--- src/rtl/conv1_seq.sv ---
// conv1_seq: frame sequencer for the first convolution layer.
// Reads one WIDTH x HEIGHT frame from a single-port image RAM (1-cycle read latency) and streams it
// to the conv1 datapath. It then counts datapath outputs until the frame completes or the datapath
// goes quiet.
module conv1_seq #(
  parameter int unsigned WIDTH     = 28,
  parameter int unsigned HEIGHT    = 36,
  parameter int unsigned DATA_BITS = 32,
  parameter int unsigned ADDR_BITS = 10,
  parameter int unsigned TIMEOUT   = 64
) (
  input  logic                 clk,
  input  logic                 rst_n,
  input  logic                 start,
  input  logic                 pause,
  output logic                 rd_en,
  output logic [ADDR_BITS-1:0] rd_addr,
  input  logic [DATA_BITS-1:0] rd_data,
  output logic [DATA_BITS-1:0] feed_data,
  output logic                 feed_valid,
  input  logic                 conv_valid,
  output logic [9:0]           out_count,
  output logic                 busy,
  output logic                 done,
  output logic                 error
);

  localparam int unsigned          Total    = WIDTH * HEIGHT;
  localparam int unsigned          Expected = (WIDTH - 2) * (HEIGHT - 2);
  localparam logic [ADDR_BITS-1:0] LastPix  = ADDR_BITS'(Total - 1);
  localparam logic [9:0]           ExpCount = 10'(Expected);
  localparam logic [9:0]           CountMax = 10'd1023;
  localparam int unsigned          TmoBits  = $clog2(TIMEOUT + 1);
  // Firing one count early lands the done cycle exactly TIMEOUT cycles after the last output.
  localparam logic [TmoBits-1:0]   TmoFire  = TmoBits'(TIMEOUT - 1);

  typedef enum logic [1:0] {StIdle, StFeed, StDrain, StDone} state_e;

  state_e               state_q, state_d;
  logic [ADDR_BITS-1:0] pix_cnt_q, pix_cnt_d;
  logic [TmoBits-1:0]   tmo_q, tmo_d;
  logic [9:0]           out_count_q, out_count_d;
  logic                 error_q, error_d;
  logic                 feed_valid_q, feed_valid_d;
  logic                 busy_q, busy_d;
  logic                 done_q, done_d;

  // Next-state decode, counters and the combinational RAM read request.
  always_comb begin
    state_d     = state_q;
    pix_cnt_d   = pix_cnt_q;
    tmo_d       = tmo_q;
    out_count_d = out_count_q;
    error_d     = error_q;
    rd_en       = 1'b0;
    rd_addr     = '0;

    // Count datapath outputs only while a frame is live; one beyond the expected total is an error.
    if ((state_q == StFeed || state_q == StDrain) && conv_valid) begin
      if (out_count_q == ExpCount) begin
        error_d = 1'b1;
      end else if (out_count_q != CountMax) begin
        out_count_d = out_count_q + 10'd1;
      end
    end

    unique case (state_q)
      StIdle: begin
        if (start) begin
          state_d     = StFeed;
          pix_cnt_d   = '0;
          tmo_d       = '0;
          out_count_d = '0;
          error_d     = 1'b0;
        end
      end
      StFeed: begin
        if (!pause) begin
          rd_en     = 1'b1;
          rd_addr   = pix_cnt_q;
          pix_cnt_d = pix_cnt_q + ADDR_BITS'(1);
          if (pix_cnt_q == LastPix) state_d = StDrain;
        end
      end
      StDrain: begin
        tmo_d = conv_valid ? '0 : tmo_q + TmoBits'(1);
        if (out_count_d == ExpCount) begin
          state_d = StDone;
        end else if (!conv_valid && tmo_d == TmoFire) begin
          error_d = 1'b1;
          state_d = StDone;
        end
      end
      StDone: state_d = StIdle;
      default: state_d = StIdle;
    endcase

    feed_valid_d = rd_en;
    busy_d       = (state_d == StFeed) || (state_d == StDrain);
    done_d       = (state_d == StDone);
  end

  // State and registered outputs with synchronous active-low reset.
  always_ff @(posedge clk) begin
    if (!rst_n) begin
      state_q      <= StIdle;
      pix_cnt_q    <= '0;
      tmo_q        <= '0;
      out_count_q  <= '0;
      error_q      <= 1'b0;
      feed_valid_q <= 1'b0;
      busy_q       <= 1'b0;
      done_q       <= 1'b0;
    end else begin
      state_q      <= state_d;
      pix_cnt_q    <= pix_cnt_d;
      tmo_q        <= tmo_d;
      out_count_q  <= out_count_d;
      error_q      <= error_d;
      feed_valid_q <= feed_valid_d;
      busy_q       <= busy_d;
      done_q       <= done_d;
    end
  end

  assign feed_data  = rd_data;
  assign feed_valid = feed_valid_q;
  assign out_count  = out_count_q;
  assign busy       = busy_q;
  assign done       = done_q;
  assign error      = error_q;

endmodule

--- config.mk ---
export PLATFORM = sky130hd
export DESIGN_NAME = conv1_seq
export DESIGN_NICKNAME = d
export VERILOG_FILES = /design/src/rtl/conv1_seq.sv
export SDC_FILE = /design/constraint.sdc
export NUM_CORES = 1
export LEC_CHECK = 0
export ABC_AREA = 1
export BUFFER_PORTS_ARGS = -buffer_cell sky130_fd_sc_hd__buf_2
export CAP_MARGIN = 20
export CORE_UTILIZATION = 45
export DETAILED_ROUTE_END_ITERATION = 8
export HOLD_SLACK_MARGIN = 0.05
export MAX_ROUTING_LAYER = met4
export PLACE_DENSITY = 0.76
export RECOVER_POWER = 100
export SETUP_SLACK_MARGIN = 0.05
export SYNTH_ARGS = -nofsm -noshare
export SYNTH_HDL_FRONTEND = slang
export SYNTH_SLANG_ARGS = --single-unit
--- constraint.sdc ---
create_clock -name clk -period 6.24 [get_ports clk]
set_clock_uncertainty 0.15 [all_clocks]
set_input_delay 0.936 -clock clk [delete_from_list [all_inputs] [get_ports clk]]
set_output_delay 0.936 -clock clk [all_outputs]
set_load 0.02 [all_outputs]
==> results.json, run 1 <==
{
  "grt_pass1_vias": 1831,
  "worst_slack_ns": 3.394,
  "fin_nets": 376,
  "synth_flop_cell": "dfxtp_1",
  "total_power_mw": 0.4347,
  "synthArstFlopShare_pct": 0,
  "critPathTopFamily": "buffers and inverters",
  "n_fill_cell": 481,
  "rsz0062_at_grt": "false",
  "drv_cap": 0,
  "grt_pass1_wl_um": 7590,
  "cts_tree": "yes",
  "drt_iter0_drc": 114,
  "synthTopCellsByArea": "dfxtp_1 (30%), nand2_1 (12%), buf_4 (11%)",
  "worstSetupStartpointType": "flip-flop",
  "clockRootBuffer": "clkbuf_8",
  "cts_buffer_depth": 2,
  "htree_num_levels": 2,
  "hold_buffers": 0,
  "dr_total_vias": 1992,
  "drive_gt1_share_pct": 5.422,
  "cp.buffers_inverters": 4,
  "post-synth-top-count-cell": "nand2_1",
  "syn_area_per_cell_um2": 6.606,
  "hold_violations": 0,
  "hp-class": "flip-flop to flip-flop",
  "power.density_nw_per_um2": 201.2,
  "critical_path_class": "flip-flop to output port",
  "gp_congestion": 0.8945,
  "period_needed_ns": 2.846,
  "max-slew-margin-rel_pct": 46.25,
  "clk_pin_slew_ns": 0.06,
  "arrival_ns": 1.76,
  "max_stage_delay_ns": 0.32,
  "clock_sinks": 33,
  "postCtsSetupBuffers": 0,
  "syn_inst": 329,
  "synth_commonest_cells": "nand2_1 (70), nor2_1 (50), inv_1 (38)",
  "ios": 94,
  "avgViaCountPerCell": 5.188,
  "numPortBuffers": 29,
  "area_growth_syn_to_layout_pct": -0.5758,
  "slowest_stage": "dfxtp_1",
  "drc": 0,
  "grt_usage_pct": 18.90,
  "yosysWarnings": 0,
  "worstSkewPairLatency_ns": 0.27,
  "start_util_pct": 48.25,
  "wl_per_cell_um": 11.30,
  "drtAntennaViolNets": 0,
  "ir_worst_vdd_mv": 0.1239,
  "slew_viol_final": 0,
  "firstDrtPassIters": 4,
  "worst_pin_slew_ns": 0.7979,
  "p_leak_nw": 0.8954,
  "place_ws_ns": 3.232,
  "syn_area_um2": 2173,
  "ys_seq_elements": 33,
  "coreArea_um2": 4504,
  "grt_start_max_net_pins": 13,
  "status": "completed",
  "syn_nets": 374,
  "setup_tns_ns": 0,
  "antenna_found_initial": 0,
  "setup_viol": 0,
  "core.rowCount": 24,
  "crit_fanout": 10,
  "worst_path_most_repeated_cell": "inv_1",
  "diodes": 0,
  "synth_edf_count": 0,
  "die_h_um": 71.50,
  "cts_resized": 0,
  "dieWidth_um": 71.50,
  "worstPathRequired_ns": 5.15,
  "place_hpwl_um": 3318,
  "cts_buffers": 5,
  "finalCritPeriodShare_pct": 45.60,
  "fmax_mhz": 351.4,
  "dieArea_um2": 5112,
  "critical_path.cell_chain": "inv_1 -> ha_1 -> inv_1 -> nor2_4 -> inv_1 -> nor2_1 -> clkbuf_1",
  "synth.distinct_cells": 31,
  "synth.largest_area_cell": "dfxtp_1",
  "endpoint_kind": "output port",
  "wl_um": 4339,
  "whs_ns": 0.3390,
  "overflow": 0,
  "seq_area_frac_synth_pct": 30.40,
  "synth_top_area_share_pct": 30.40
}
area by class of cell:
cell class | instances | area, um^2 | share of cell area [%]
Sequential cell | 33 | 660.6 | 30.57
Multi-Input combinational cell | 220 | 1086 | 50.26
Clock buffer | 8 | 80.08 | 3.706
Tap cell | 52 | 65.06 | 3.011
Timing Repair Buffer | 29 | 111.4 | 5.153
Inverter | 42 | 157.7 | 7.296
power breakdown:
| part | switching, mW | internal, mW |
|---|---|---|
| clock | 0.0708 | 0.0791 |
| sequential | 0.00685 | 0.217 |
| combinational | 0.0430 | 0.0175 |
worst paths after layout:
path,slack (ns),from,endpoint,cells past startpoint
worst min register to register,0.34,tmo_q[6]$_SDFFE_PN0P_,tmo_q[6]$_SDFFE_PN0P_,2
worst max-delay path,3.39,state_q[1]$_SDFF_PN0_,rd_addr[2],7
worst max register to register,3.44,state_q[0]$_SDFF_PN0_,busy$_SDFF_PN0_,17
worst min-delay path,0.34,tmo_q[6]$_SDFFE_PN0P_,tmo_q[6]$_SDFFE_PN0P_,2
flip-flops by register name, indices dropped and copies added, names as in the netlist:
signal / count
out_count: 10
error: 1
state_q: 2
feed_valid: 1
pix_cnt_q: 10
busy: 1
done: 1
tmo_q: 7
logic make-up (layout without fill, tap and decap cells):
family	count (synthesis)	in the layout	synth area share [%]
AND/OR/NAND/NOR	173	173	35.81
buffers and inverters	76	79	18.71
AO/OA/AOI/OAI	36	36	9.269
flip-flops	33	33	30.40
adder cells (fa/ha/maj)	8	8	4.606
XOR/XNOR	3	3	1.209
through the flow:
step,util (%),cells,cell area (um^2)
after CTS,49.17,384,2215
final,47.97,384,2161
after detailed placement,47.39,376,2135
after floorplan,-,329,2173
after global routing,47.97,384,2161
after global placement,47.39,376,2135
cell usage in the layout (no fill, tap or decap), drive strengths merged, types with 5 or more instances in the layout:
master   n
inv     42
dfxtp   33
a21oi   19
nand2   71
o21ai   11
nor3b    5
nor2    55
ha       8
clkbuf  35
nand3   22
nand4    7
nor3     8
metal layers:
layer  global-route usage (%)  routed length, um  part of all wire (%)  vias up
met5                        -                  0                     0        -
met2                    30.69               1966                    45       85
li1                         -                  -                     -     1028
met4                    6.972                 46                   1.1        0
met3                    4.923                347                   8.0        8
met1                    22.65               1979                    46      871
worst min-delay path: stages (launching register included):
cell	delay, ns
dfxtp_1	0.32
nand2_1	0.06
a21oi_1	0.05
Power figures use the tool's default switching activity.
==> inputs of run 2 (changes only) <==
--- a/config.mk
+++ b/config.mk
@@ -8,7 +8,7 @@
 export ABC_AREA = 1
 export BUFFER_PORTS_ARGS = -buffer_cell sky130_fd_sc_hd__buf_2
 export CAP_MARGIN = 20
-export CORE_UTILIZATION = 45
+export CORE_UTILIZATION = 43
 export DETAILED_ROUTE_END_ITERATION = 8
 export HOLD_SLACK_MARGIN = 0.05
 export MAX_ROUTING_LAYER = met4
==> constraint.sdc (replaced) <==
create_clock -name clk -period 2.31 [get_ports clk]
set_clock_uncertainty 0.15 [all_clocks]
set_input_delay 0.3465 -clock clk [delete_from_list [all_inputs] [get_ports clk]]
set_output_delay 0.3465 -clock clk [all_outputs]
set_load 0.02 [all_outputs]
==> run 2 against run 1 <==
Compared with the run above:
- the run now ends with negative setup slack left
- cell area grew 29%
- sequential cell count is the same
- via count grew 9.5%
- total power grew to 3.0 times the previous value
- critical path type is now flip-flop to flip-flop
- largest power group unchanged
==> results.json, run 2 (synthesis gave the netlist of run 1 again) <==
{
  "final_common_cell": "nand2_1",
  "slew_viol_final": 0,
  "multi_input_area_um2": 1299,
  "worstSetupStartpointType": "flip-flop",
  "worstSkewPairLatency_ns": 0.28,
  "crit_fanout": 3,
  "dieWidth_um": 73.10,
  "gr-max-usage-layer": "met2",
  "status": "finished, violations left",
  "whs_endpoint": "busy$_SDFF_PN0_",
  "place_hpwl_um": 3770,
  "violations": "negative setup slack",
  "drt_iter0_drc": 104,
  "p_leak_nw": 1.221,
  "die_h_um": 73.10,
  "slowest_stage": "dfxtp_4",
  "ir_worst_vdd_mv": 0.3574,
  "ios": 94,
  "layout_common_cells": "nand2_1 (64), nor2_1 (43), buf_4 (41)",
  "r2r_start": "out_count[1]$_SDFF_PN0_",
  "finalCritPeriodShare_pct": 100.5,
  "whs_ns": 0.1792,
  "grt_pass1_vias": 1926,
  "worst_pin_slew_ns": 0.6695,
  "critical_path_class": "flip-flop to flip-flop",
  "max_stage_delay_ns": 0.36,
  "endpoint_kind": "flip-flop",
  "setup_viol": 1,
  "drive_gt1_share_pct": 36.19,
  "firstDrtPassIters": 4,
  "fin_nets": 418,
  "drtAntennaViolNets": 0,
  "switching_power_mw": 0.3779,
  "startpoint": "out_count[1]$_SDFF_PN0_",
  "cts_buffer_depth": 2,
  "clock_sinks": 33,
  "worst_slack_ns": -0.01246,
  "setup_tns_ns": -0.01246,
  "diodes": 0,
  "critical_path.cell_chain": "inv_2 -> ha_1 -> nand2_1 -> nor2_2 -> nand3_2 -> buf_6 -> nand4_1 -> nand4_1 -> nor2_1 -> nand3_2 -> nand2_1 -> nand2_1 -> nand2_1 -> nand2_1 -> inv_1 -> ha_1 -> nand2_1 -> inv_1",
  "overflow": 0,
  "worstPathRequired_ns": 2.35,
  "min-delay-start": "rst_n",
  "drc": 0,
  "core.rowCount": 25,
  "worst_path_most_repeated_cell": "nand2_1",
  "clockRootBuffer": "clkbuf_8",
  "grt_use_met3_pct": 4.420,
  "hold_buffers": 0,
  "hold_depth": 3,
  "reg2reg_slack_ns": -0.01,
  "grt_pass1_wl_um": 8280,
  "p_comb_share_pct": 20.0,
  "gp_congestion": 0.8962,
  "max-slew-margin-rel_pct": 55.07,
  "cts_tree": "yes",
  "fmax_mhz": 430.6,
  "cts_buffers": 5,
  "wl_per_cell_um": 12.31,
  "p_int_mw": 0.9315,
  "arrival_ns": 2.36,
  "numPortBuffers": 29,
  "start_util_pct": 45.41,
  "use_met2_pct": 34.47,
  "hp-class": "input pin to flip-flop",
  "coreArea_um2": 4786,
  "antenna_found_initial": 0,
  "wl_um": 5416,
  "grt_start_max_net_pins": 13,
  "n_fill_cell": 452,
  "pwr-share-clk_pct": 33.8,
  "grt_usage_pct": 20.71,
  "timing.rr.end": "busy$_SDFF_PN0_",
  "hold_violations": 0,
  "use_met1_pct": 23.79,
  "area_growth_syn_to_layout_pct": 28.21,
  "reg2regPathDepth": 18,
  "sw_frac_of_total_pct": 28.86,
  "dr_total_vias": 2182,
  "drv_cap": 0,
  "final-seq-area_um2": 678.2,
  "avgViaCountPerCell": 4.959,
  "power.density_nw_per_um2": 469.9,
  "p_seq_share_pct": 46.2,
  "period_needed_ns": 2.322,
  "clk_pin_slew_ns": 0.07,
  "rsz0062_at_grt": "true",
  "dieArea_um2": 5343,
  "htree_num_levels": 2
}
run 2: layout make-up:
type	instances	share of cell area, %
multi-input combinational	220	46.61
sequential	33	24.34
timing repair buffer	71	17.02
inverter	42	5.927
clock buffer	7	3.098
tap	67	3.009
run 2: worst max-delay path: cells and delay by family, from the launching register on:
kind	cells	cell delay, ns
adder cells (fa/ha/maj)	2	0.34
buffers and inverters	4	0.31
flip-flops	1	0.36
AND/OR/NAND/NOR	12	1.06
run 2: per-layer routing:
layer  share of wire (%)  routed length (um)
met1                  43                2335
met2                  49                2668
met3                 4.9                 265
met4                 2.7                 146
met5                   0                   0
run 2: timing repair:
action | in CTS | in global routing
buffers inserted | 5 | 8
setup endpoints to repair | 2 | 15
pin swaps | 12 | 17
gates resized for setup | 24 | 38
run 2: worst max-delay path by stage:
stage | endpoint | cells past startpoint
after floorplan | busy$_SDFF_PN0_ | 18
after global placement | busy$_SDFF_PN0_ | 18
after detailed placement | busy$_SDFF_PN0_ | 18
after CTS | busy$_SDFF_PN0_ | 18
after global routing | busy$_SDFF_PN0_ | 18
final | busy$_SDFF_PN0_ | 18
run 2: metrics by stage:
stage	total power, mW	utilization, %	cell area [um^2]	setup WS (ns)	cells
2_1_floorplan	0.8290	-	2193	0.05109	329
3_3_place_gp	0.8211	49.99	2392	-0.08310	421
3_5_place_dp	0.8251	49.99	2392	-0.1221	421
4_1_cts	1.290	54.67	2616	0.04886	433
5_1_grt	1.369	58.22	2786	-0.1844	440
6_report	1.309	58.22	2786	-0.01246	440
run 2: power groups by stage:
stage                     sequential, mW  combinational [mW]  clock (mW)
after floorplan                    0.625               0.204           0
after global placement             0.614               0.207           0
after detailed placement           0.616               0.209           0
after CTS                          0.604               0.233       0.453
after global routing               0.606               0.289       0.473
final                              0.605               0.262       0.443
==> inputs of run 3 (changes only) <==
--- a/config.mk
+++ b/config.mk
@@ -8,11 +8,13 @@
 export ABC_AREA = 1
 export BUFFER_PORTS_ARGS = -buffer_cell sky130_fd_sc_hd__buf_2
 export CAP_MARGIN = 20
-export CORE_UTILIZATION = 43
+export CELL_PAD_IN_SITES_DETAIL_PLACEMENT = 0
+export CELL_PAD_IN_SITES_GLOBAL_PLACEMENT = 1
+export CORE_UTILIZATION = 29
 export DETAILED_ROUTE_END_ITERATION = 8
 export HOLD_SLACK_MARGIN = 0.05
 export MAX_ROUTING_LAYER = met4
-export PLACE_DENSITY = 0.76
+export PLACE_DENSITY_LB_ADDON = 0.1
 export RECOVER_POWER = 100
 export SETUP_SLACK_MARGIN = 0.05
 export SYNTH_ARGS = -nofsm -noshare
==> run 3 against run 2 <==
Compared with the run above:
- sequential cell count unchanged
- combinational power shrank 3%
- critical path depth decreased by 1
- total power up 2.2%
- hold slack gained 0.013 ns
- largest cell class unchanged
- first-iteration DRC count fell by 38%
- cell count up 7.0%
- clock-buffer cell count is the same
- highest routed layer unchanged
- utilization shrank 20 points
- the flow still finishes with violations (negative setup slack)
- die area up 47%
==> results.json, run 3 (synthesis gave the netlist of run 1 again) <==
{
  "timing.rr.end": "busy$_SDFF_PN0_",
  "final_core_util_pct": 38.21,
  "drv_cap": 0,
  "start_util_pct": 29.96,
  "period_needed_ns": 2.326,
  "avgViaCountPerCell": 4.484,
  "die_h_um": 88.57,
  "critical_path_class": "flip-flop to flip-flop",
  "clockRootBuffer": "clkbuf_8",
  "cts_buffer_depth": 2,
  "p_leak_nw": 1.176,
  "grt_usage_pct": 15.91,
  "reg2reg_slack_ns": -0.02,
  "ios": 94,
  "worst-path-stages": 17,
  "hold_violations": 0,
  "area_growth_syn_to_layout_pct": 27.52,
  "layout_common_cells": "nand2_1 (61), nor2_1 (45), buf_4 (37)",
  "max-slew-margin-rel_pct": 68.14,
  "drt_iter0_drc": 64,
  "reg2regPathDepth": 17,
  "numPortBuffers": 29,
  "min-delay-start": "rst_n",
  "htree_num_levels": 2,
  "coreArea_um2": 7253,
  "diodes": 0,
  "wl_per_cell_um": 11.88,
  "endpoint_kind": "flip-flop",
  "slew_viol_final": 0,
  "cp.buffers_inverters": 5,
  "clock_sinks": 33,
  "grt_start_max_net_pins": 13,
  "slowest_stage": "dfxtp_2",
  "worst_slack_ns": -0.01625,
  "core.rowCount": 31,
  "max_stage_delay_ns": 0.33,
  "grt_pass1_wl_um": 9218,
  "overflow": 0,
  "drive_gt1_share_pct": 32.80,
  "antenna_found_initial": 0,
  "setup_tns_ns": -0.01625,
  "violations": "negative setup slack",
  "firstDrtPassIters": 4,
  "status": "finished, violations left",
  "dieArea_um2": 7845,
  "crit_fanout": 8,
  "hold_buffers": 0,
  "worstPathRequired_ns": 2.35,
  "worstSetupStartpointType": "flip-flop",
  "hold_depth": 3,
  "wl_um": 5596,
  "power.density_nw_per_um2": 483.0,
  "arrival_ns": 2.37,
  "place_hpwl_um": 4418,
  "ir_worst_vdd_mv": 0.1869,
  "critical_path.cell_chain": "inv_2 -> ha_1 -> nand2_2 -> clkinv_4 -> buf_4 -> nand4_1 -> nand4_1 -> nor2_1 -> nand3_1 -> nand2_1 -> nand2_1 -> nand2_1 -> nand2_2 -> inv_2 -> ha_4 -> nand2_2 -> inv_2",
  "clk_pin_slew_ns": 0.07,
  "hp-class": "input pin to flip-flop",
  "worstSkewPairLatency_ns": 0.28,
  "gp_congestion": 0.8288,
  "setup_viol": 1,
  "r2r_start": "state_q[1]$_SDFF_PN0_",
  "n_fill_cell": 818,
  "drtAntennaViolNets": 0,
  "critPathTopFamily": "simple AND/OR/NAND/NOR gates",
  "grt_pass1_vias": 1913,
  "dr_total_vias": 2112,
  "cts_buffers": 5,
  "final_common_cell": "nand2_1",
  "cts_tree": "yes",
  "worst_pin_slew_ns": 0.4774,
  "drc": 0,
  "whs_endpoint": "done$_SDFF_PN0_",
  "dieWidth_um": 88.57,
  "fin_nets": 416,
  "rsz0062_at_grt": "true",
  "fmax_mhz": 429.9,
  "finalCritPeriodShare_pct": 100.7
}
## run 3: report_power, final
part / switching, mW / internal, mW
clock network: 0.215 / 0.269
registers: 0.0149 / 0.586
logic: 0.156 / 0.0975
total: 0.385 / 0.953
## run 3: through the flow
step	power [mW]	area (um^2)	worst slack [ns]	hold WS, ns	instances
floorplan	0.8290	2193	0.05109	0.2900	329
global placement	0.8431	2477	-0.1416	0.3284	459
detailed placement	0.8385	2477	-0.1317	0.3370	459
CTS	1.348	2639	-0.01266	0.1813	468
global route	1.429	2771	-0.2247	0.2029	471
finish	1.339	2771	-0.01625	0.1918	471
## run 3: timing repair
| item | in CTS | in global routing |
|---|---|---|
| pin swaps | 6 | 16 |
| endpoints found under the setup margin | 2 | 12 |
| gates resized for setup | 15 | 34 |
| buffers inserted | 1 | 3 |
## run 3: metal layers
metal	up-vias	track usage, %	share of wire [%]
met2	42	25.52	47
met5	-	-	0
met3	8	3.545	4.1
met1	956	20.07	48
li1	1106	-	-
met4	0	4.399	1.0
## run 3: worst reg2reg max path, stage by stage, from the launching register on
cell and delay, ns:
dfxtp_2 0.33, inv_2 0.04, ha_1 0.29, nand2_2 0.10, clkinv_4 0.10, buf_4 0.17
nand4_1 0.13, nand4_1 0.09, nor2_1 0.10, nand3_1 0.11, nand2_1 0.09, nand2_1 0.04
nand2_1 0.08, nand2_2 0.07, inv_2 0.06, ha_4 0.19, nand2_2 0.06, inv_2 0.03
## run 3: layout make-up
class	count	area [um^2]	area share (%)
multi-input cells	220	1270	45.82
repair buffers	69	435.4	15.71
inverters	42	167.7	6.050
clock inverters	1	5.005	0.1806
flip-flops and latches	33	673.1	24.29
well taps	99	123.9	4.470
clock buffers	7	96.34	3.476
## run 3: how the worst max path moves through the flow
stage               slack, ns                     from              end
CTS                     -0.01    state_q[0]$_SDFF_PN0_  busy$_SDFF_PN0_
global route            -0.22  out_count[4]$_SDFF_PN0_  busy$_SDFF_PN0_
finish                  -0.02    state_q[1]$_SDFF_PN0_  busy$_SDFF_PN0_
global placement        -0.14  out_count[0]$_SDFF_PN0_  busy$_SDFF_PN0_
floorplan                0.05  out_count[1]$_SDFF_PN0_  busy$_SDFF_PN0_
detailed placement      -0.13  out_count[0]$_SDFF_PN0_  busy$_SDFF_PN0_
